[src/rtl/clk_div_gen.sv]
// Programmable clock divider with handshake-loaded period/high-time, applied only at period boundaries.
// Optional completed-period counter output per_cnt_o when CLK_DIV_GEN_PCNT_EN is defined.
`timescale 1ns/1ps

module clk_div_gen #(
    parameter int unsigned CNT_W = 8
) (
    input  logic             clk_i,
    input  logic             rst_i,
    input  logic             en_i,
    input  logic             cfg_valid_i,
    output logic             cfg_ready_o,
    input  logic [CNT_W-1:0] div_i,
    input  logic [CNT_W-1:0] hi_i,
    output logic             clk_o,
    output logic             tick_o
`ifdef CLK_DIV_GEN_PCNT_EN
    ,
    output logic [15:0]      per_cnt_o
`endif
);

    localparam logic [CNT_W-1:0] CNT_ONE = CNT_W'(1);
    localparam logic [CNT_W-1:0] CNT_TWO = CNT_W'(2);

    typedef enum logic [1:0] {
        IDLE,
        RUN,
        DRAIN
    } state_e;

    state_e           state_q, state_d;
    logic [CNT_W-1:0] cnt_q, cnt_d;
    logic             clk_q, clk_d;
    logic             tick_q, tick_d;
    logic [CNT_W-1:0] act_div_q, act_div_d;
    logic [CNT_W-1:0] act_hi_q, act_hi_d;
    logic [CNT_W-1:0] shd_div_q, shd_div_d;
    logic [CNT_W-1:0] shd_hi_q, shd_hi_d;
    logic             pend_q, pend_d;
`ifdef CLK_DIV_GEN_PCNT_EN
    logic [15:0]      per_cnt_q, per_cnt_d;
`endif

    logic [CNT_W-1:0] div_clamp;
    logic [CNT_W-1:0] hi_clamp;
    logic             at_wrap;
    logic [CNT_W-1:0] cnt_inc;

    always_comb begin
        div_clamp = (div_i < CNT_TWO) ? CNT_TWO : div_i;
        if (hi_i == '0) begin
            hi_clamp = CNT_ONE;
        end else if (hi_i >= div_clamp) begin
            hi_clamp = div_clamp - CNT_ONE;
        end else begin
            hi_clamp = hi_i;
        end
    end

    always_comb begin
        state_d   = state_q;
        cnt_d     = cnt_q;
        clk_d     = clk_q;
        tick_d    = 1'b0;
        act_div_d = act_div_q;
        act_hi_d  = act_hi_q;
        shd_div_d = shd_div_q;
        shd_hi_d  = shd_hi_q;
        pend_d    = pend_q;
`ifdef CLK_DIV_GEN_PCNT_EN
        per_cnt_d = per_cnt_q;
`endif
        at_wrap = (cnt_q == act_div_q - CNT_ONE);
        cnt_inc = at_wrap ? '0 : cnt_q + CNT_ONE;

        unique case (state_q)
            IDLE: begin
                if (pend_q) begin
                    act_div_d = shd_div_q;
                    act_hi_d  = shd_hi_q;
                    pend_d    = 1'b0;
                end
                if (en_i) begin
                    state_d = RUN;
                    cnt_d   = '0;
                    clk_d   = 1'b1;
                    tick_d  = 1'b1;
                end else begin
                    cnt_d   = '0;
                    clk_d   = 1'b0;
                end
            end
            RUN, DRAIN: begin
                state_d = en_i ? RUN : DRAIN;
                cnt_d   = cnt_inc;
                // At wrap cnt_inc is 0, which is below any legal H, so the new period always starts high.
                clk_d   = (cnt_inc < act_hi_q);
                tick_d  = at_wrap;
                if (at_wrap) begin
                    if (pend_q) begin
                        act_div_d = shd_div_q;
                        act_hi_d  = shd_hi_q;
                        pend_d    = 1'b0;
                    end
                    if ((state_q == DRAIN) && !en_i) begin
                        state_d = IDLE;
                        cnt_d   = '0;
                        clk_d   = 1'b0;
                        tick_d  = 1'b0;
                    end
`ifdef CLK_DIV_GEN_PCNT_EN
                    else begin
                        per_cnt_d = per_cnt_q + 16'd1;
                    end
`endif
                end
            end
            default: begin
                state_d = IDLE;
                cnt_d   = '0;
                clk_d   = 1'b0;
            end
        endcase

        // pend_q gates the handshake, so a capture never collides with the shadow being applied.
        if (cfg_valid_i && !pend_q) begin
            shd_div_d = div_clamp;
            shd_hi_d  = hi_clamp;
            pend_d    = 1'b1;
        end
    end

    always_ff @(posedge clk_i) begin
        if (rst_i) begin
            state_q   <= IDLE;
            cnt_q     <= '0;
            clk_q     <= 1'b0;
            tick_q    <= 1'b0;
            act_div_q <= CNT_TWO;
            act_hi_q  <= CNT_ONE;
            shd_div_q <= CNT_TWO;
            shd_hi_q  <= CNT_ONE;
            pend_q    <= 1'b0;
`ifdef CLK_DIV_GEN_PCNT_EN
            per_cnt_q <= '0;
`endif
        end else begin
            state_q   <= state_d;
            cnt_q     <= cnt_d;
            clk_q     <= clk_d;
            tick_q    <= tick_d;
            act_div_q <= act_div_d;
            act_hi_q  <= act_hi_d;
            shd_div_q <= shd_div_d;
            shd_hi_q  <= shd_hi_d;
            pend_q    <= pend_d;
`ifdef CLK_DIV_GEN_PCNT_EN
            per_cnt_q <= per_cnt_d;
`endif
        end
    end

    assign clk_o       = clk_q;
    assign tick_o      = tick_q;
    assign cfg_ready_o = ~pend_q;
`ifdef CLK_DIV_GEN_PCNT_EN
    assign per_cnt_o   = per_cnt_q;
`endif

endmodule

[config.mk]
export PLATFORM = sky130hd
export DESIGN_NAME = clk_div_gen
export DESIGN_NICKNAME = d
export VERILOG_FILES = /design/src/rtl/clk_div_gen.sv
export SDC_FILE = /design/constraint.sdc
export NUM_CORES = 1
export LEC_CHECK = 0
export BUFFER_PORTS_ARGS = -buffer_cell sky130_fd_sc_hd__buf_2
export CAP_MARGIN = 15
export CORE_MARGIN = 8
export CORE_UTILIZATION = 55
export CTS_BUF_LIST = sky130_fd_sc_hd__clkbuf_16
export DETAILED_ROUTE_END_ITERATION = 6
export PLACE_DENSITY = 0.74
export RECOVER_POWER = 25
export SETUP_SLACK_MARGIN = 0.4
export SLEW_MARGIN = 25
export SYNTH_ARGS = -nofsm -noshare
export SYNTH_HDL_FRONTEND = slang
export SYNTH_SLANG_ARGS = --single-unit
[constraint.sdc]
create_clock -name clk_i -period 3.95 [get_ports clk_i]
set_clock_uncertainty 0.2 [all_clocks]
set_input_delay 0.5925 -clock clk_i [delete_from_list [all_inputs] [get_ports clk_i]]
set_output_delay 0.5925 -clock clk_i [all_outputs]
set_load 0.01 [all_outputs]
==> metrics.txt <==
Async SR Flop Fraction 0%; Final Hold Viols 0; Post-Synthesis Cells 331; layout cells sized above 1 between 10% and 20%; Diodes inserted 0; setup TNS 0 ps; number of global-route vias before repair 2205; wire per inst 13.6 µm; pin slew with the least headroom to its limit around 770 ps; Setup Buffers After CTS 0; GR Util All Layers 16.2%; crit path to shd_hi_q[0]; worst path cell trace clkbuf_1 > or4_1 > or3_1 > o21ai_0 > inv_1 > ha_1 > nand2b_1 > a21o_1 > a21o_1 > a21oi_2 > o21a_2 > or4_1 > o311a_1; Max Freq 286 MHz; Yosys warnings 0; Pleak between 1 and 1.5 nW; number of core rows 25; Initial DRC Count 145; vias ~2300; MaxCap Viol Count 0; Post-synth EDFFs 0; Slew headroom approximately 47%; Clk pin slew, worst setup/hold paths 60 ps; synthesis-to-layout area growth 12.9%; Die Y 85.9 µm; critical path startpoint div_i[3]; RSZ-0062 raised after global routing yes; Crit path required time ~3900 ps; WL final 5690 µm; DR DRC count 0; CTS tree built; number of top-level pins 23; max-slew violations 0; Post-synth top cells 59 x nand2_1, 45 x dfxtp_1, 31 x nor2_1; syn avg cell area 8.13 µm²; Root Buffer clkbuf_16; Netlist cell types 49; post-route ant nets 0; Power per Cell Area around 370 mW/mm²; Starting Density 57.0%; die area 0.00738 mm²; TritonCTS Buffers 5; Util after Layout 64.3%; biggest cell delay along the critical path 590 ps; DP HPWL roughly 4300 µm; status finished clean; Pre-Repair DR Iteration Count 4; r2r startpoint act_div_q[1]; first-pass GRT wire length 9800 µm; number of port buffers 22; syn nets 371; Final setup viols 0; Synth Register Bits 45; Worst-Skew Late Latency about 280 ps; post-synth top area cell dfxtp_1; Clock Sinks 45; Max Root-Sink Buffers 2; CP arrival 3450 ps; Final GP Congestion 0.920; CP Max Fanout 7; Synth top area share 33.5%; H-tree levels 2; initial antenna violation count 0; critical path endpoint category flop; post-layout min period 3490 ps; count leader, synth nand2_1; r2r endpoint clk_o; r2r worst-path depth 13; sequential fraction of the synthesis area 33.5%; Slowest-stage cell, CP or4_1; worst vdd ir around 0.00026 V; r2r setup slk 470 ps; vias per cell 5.44; Hold WC Path Type flop to flop; Min Hold Slack 252 ps; Most used DFF post-synth dfxtp_1; main area contributors after synthesis dfxtp_1 33%, ha_1 9.3%, nand2_1 8.2%, mux2i_1 6.0%, nor2_1 4.3%; final net count 393; critical path class primary input to flop; GRT overflow 0; Die X 85.9 µm; largest net degree at the start of global routing 34; core area 0.00472 mm²; CP startpoint kind primary input; Post-Syn Area around 0.0027 mm²; crit share post-route 88.4%
==> final cells by class <==
cell class,instances,area [µm²]
fill,414,1690
timing repair buffer,28,150
multi-input combinational,251,1660
sequential,45,902
clock buffer,5,125
tap,67,83.8
clock inverter,2,35.0
inverter,22,82.6
==> cells in the final DEF (no fill, tap or decap), drive strengths merged, types with 2 or more instances in the layout <==
cell type,n
nand3,5
mux2i,16
clkbuf,9
o21ai,8
inv,21
a21oi,18
a21boi,2
a211oi,2
nor2,31
xor2,10
nand2,59
o21a,2
a21o,3
nor2b,5
o211ai,2
buf,24
and3,4
a2111oi,6
nor4,3
nand2b,3
or4,5
nor3b,2
ha,20
o31ai,6
clkinv,2
xnor2,12
dfxtp,45
nor3,13
==> how the worst min path moves through the flow <==
| stage | depth (start not counted) | endpoint | from | slack (ps) |
|---|---|---|---|---|
| after floorplan | 2 | shd_hi_q[1] | shd_hi_q[1] | 220 |
| after global placement | 2 | shd_hi_q[1] | shd_hi_q[1] | 240 |
| after detailed placement | 2 | shd_hi_q[1] | shd_hi_q[1] | 240 |
| after CTS | 2 | shd_hi_q[1] | shd_hi_q[1] | 260 |
| after global routing | 2 | shd_div_q[7] | shd_div_q[7] | 270 |
| final | 2 | shd_hi_q[1] | shd_hi_q[1] | 250 |
==> worst max-delay path: cells and delay by family <==
| kind | cells | cell delay, ps |
|---|---|---|
| and+or+nand+nor | 4 | 1490 |
| AOI/OAI and AO/OA | 6 | 890 |
| adders and majority gates | 1 | 270 |
| buffers and inverters | 2 | 200 |
==> cell families after synthesis <==
family	Yosys count	synth area share, %
AO/OA/AOI/OAI	58	15.4
XOR/XNOR	22	7.16
adder cells (fa/ha/maj)	20	9.30
buffers and inverters	35	5.77
flip-flops	45	33.5
multiplexers	16	5.95
AND/OR/NAND/NOR	135	22.9
==> metrics by stage <==
step	instance area (µm²)	total power [mW]	std cells	setup slack [ps]
final	3040	1.13	420	460
after global routing	3040	1.18	420	261
after CTS	3030	1.14	420	452
after detailed placement	2860	0.682	413	266
after global placement	2860	0.680	413	294
after floorplan	2690	0.634	331	428
==> per-layer routing <==
layer / share of wire [%] / track usage [%] / vias to the layer above
li1: - / - / 1184
met3: 4.4 / 3.34 / 6
met5: 0 / 0 / -
met1: 45 / 19.0 / 1041
met2: 50 / 29.2 / 53
met4: 0.70 / 3.82 / 0
==> report_power, final <==
| group | switching (mW) | total (mW) | internal [mW] |
|---|---|---|---|
| sequential | 0.0152 | 0.492 | 0.477 |
| combinational | 0.109 | 0.187 | 0.0778 |
| clock | 0.157 | 0.450 | 0.293 |
| total | 0.281 | 1.13 | 0.848 |
==> state kept, by name (all words and copies together), names as in the netlist <==
| register | count |
|---|---|
| act_div_q | 8 |
| act_hi_q | 8 |
| clk_o | 1 |
| cnt_q | 8 |
| pend_q | 1 |
| shd_div_q | 8 |
| shd_hi_q | 8 |
| state_q | 2 |
| tick_o | 1 |
==> what timing repair did <==
item                                    CTS  global route
hold buffers                              0             0
resized for setup                         4             4
pin swaps                                 0             1
endpoints found under the setup margin    1             8
No activity file was read; power rests on OpenSTA's default activity.
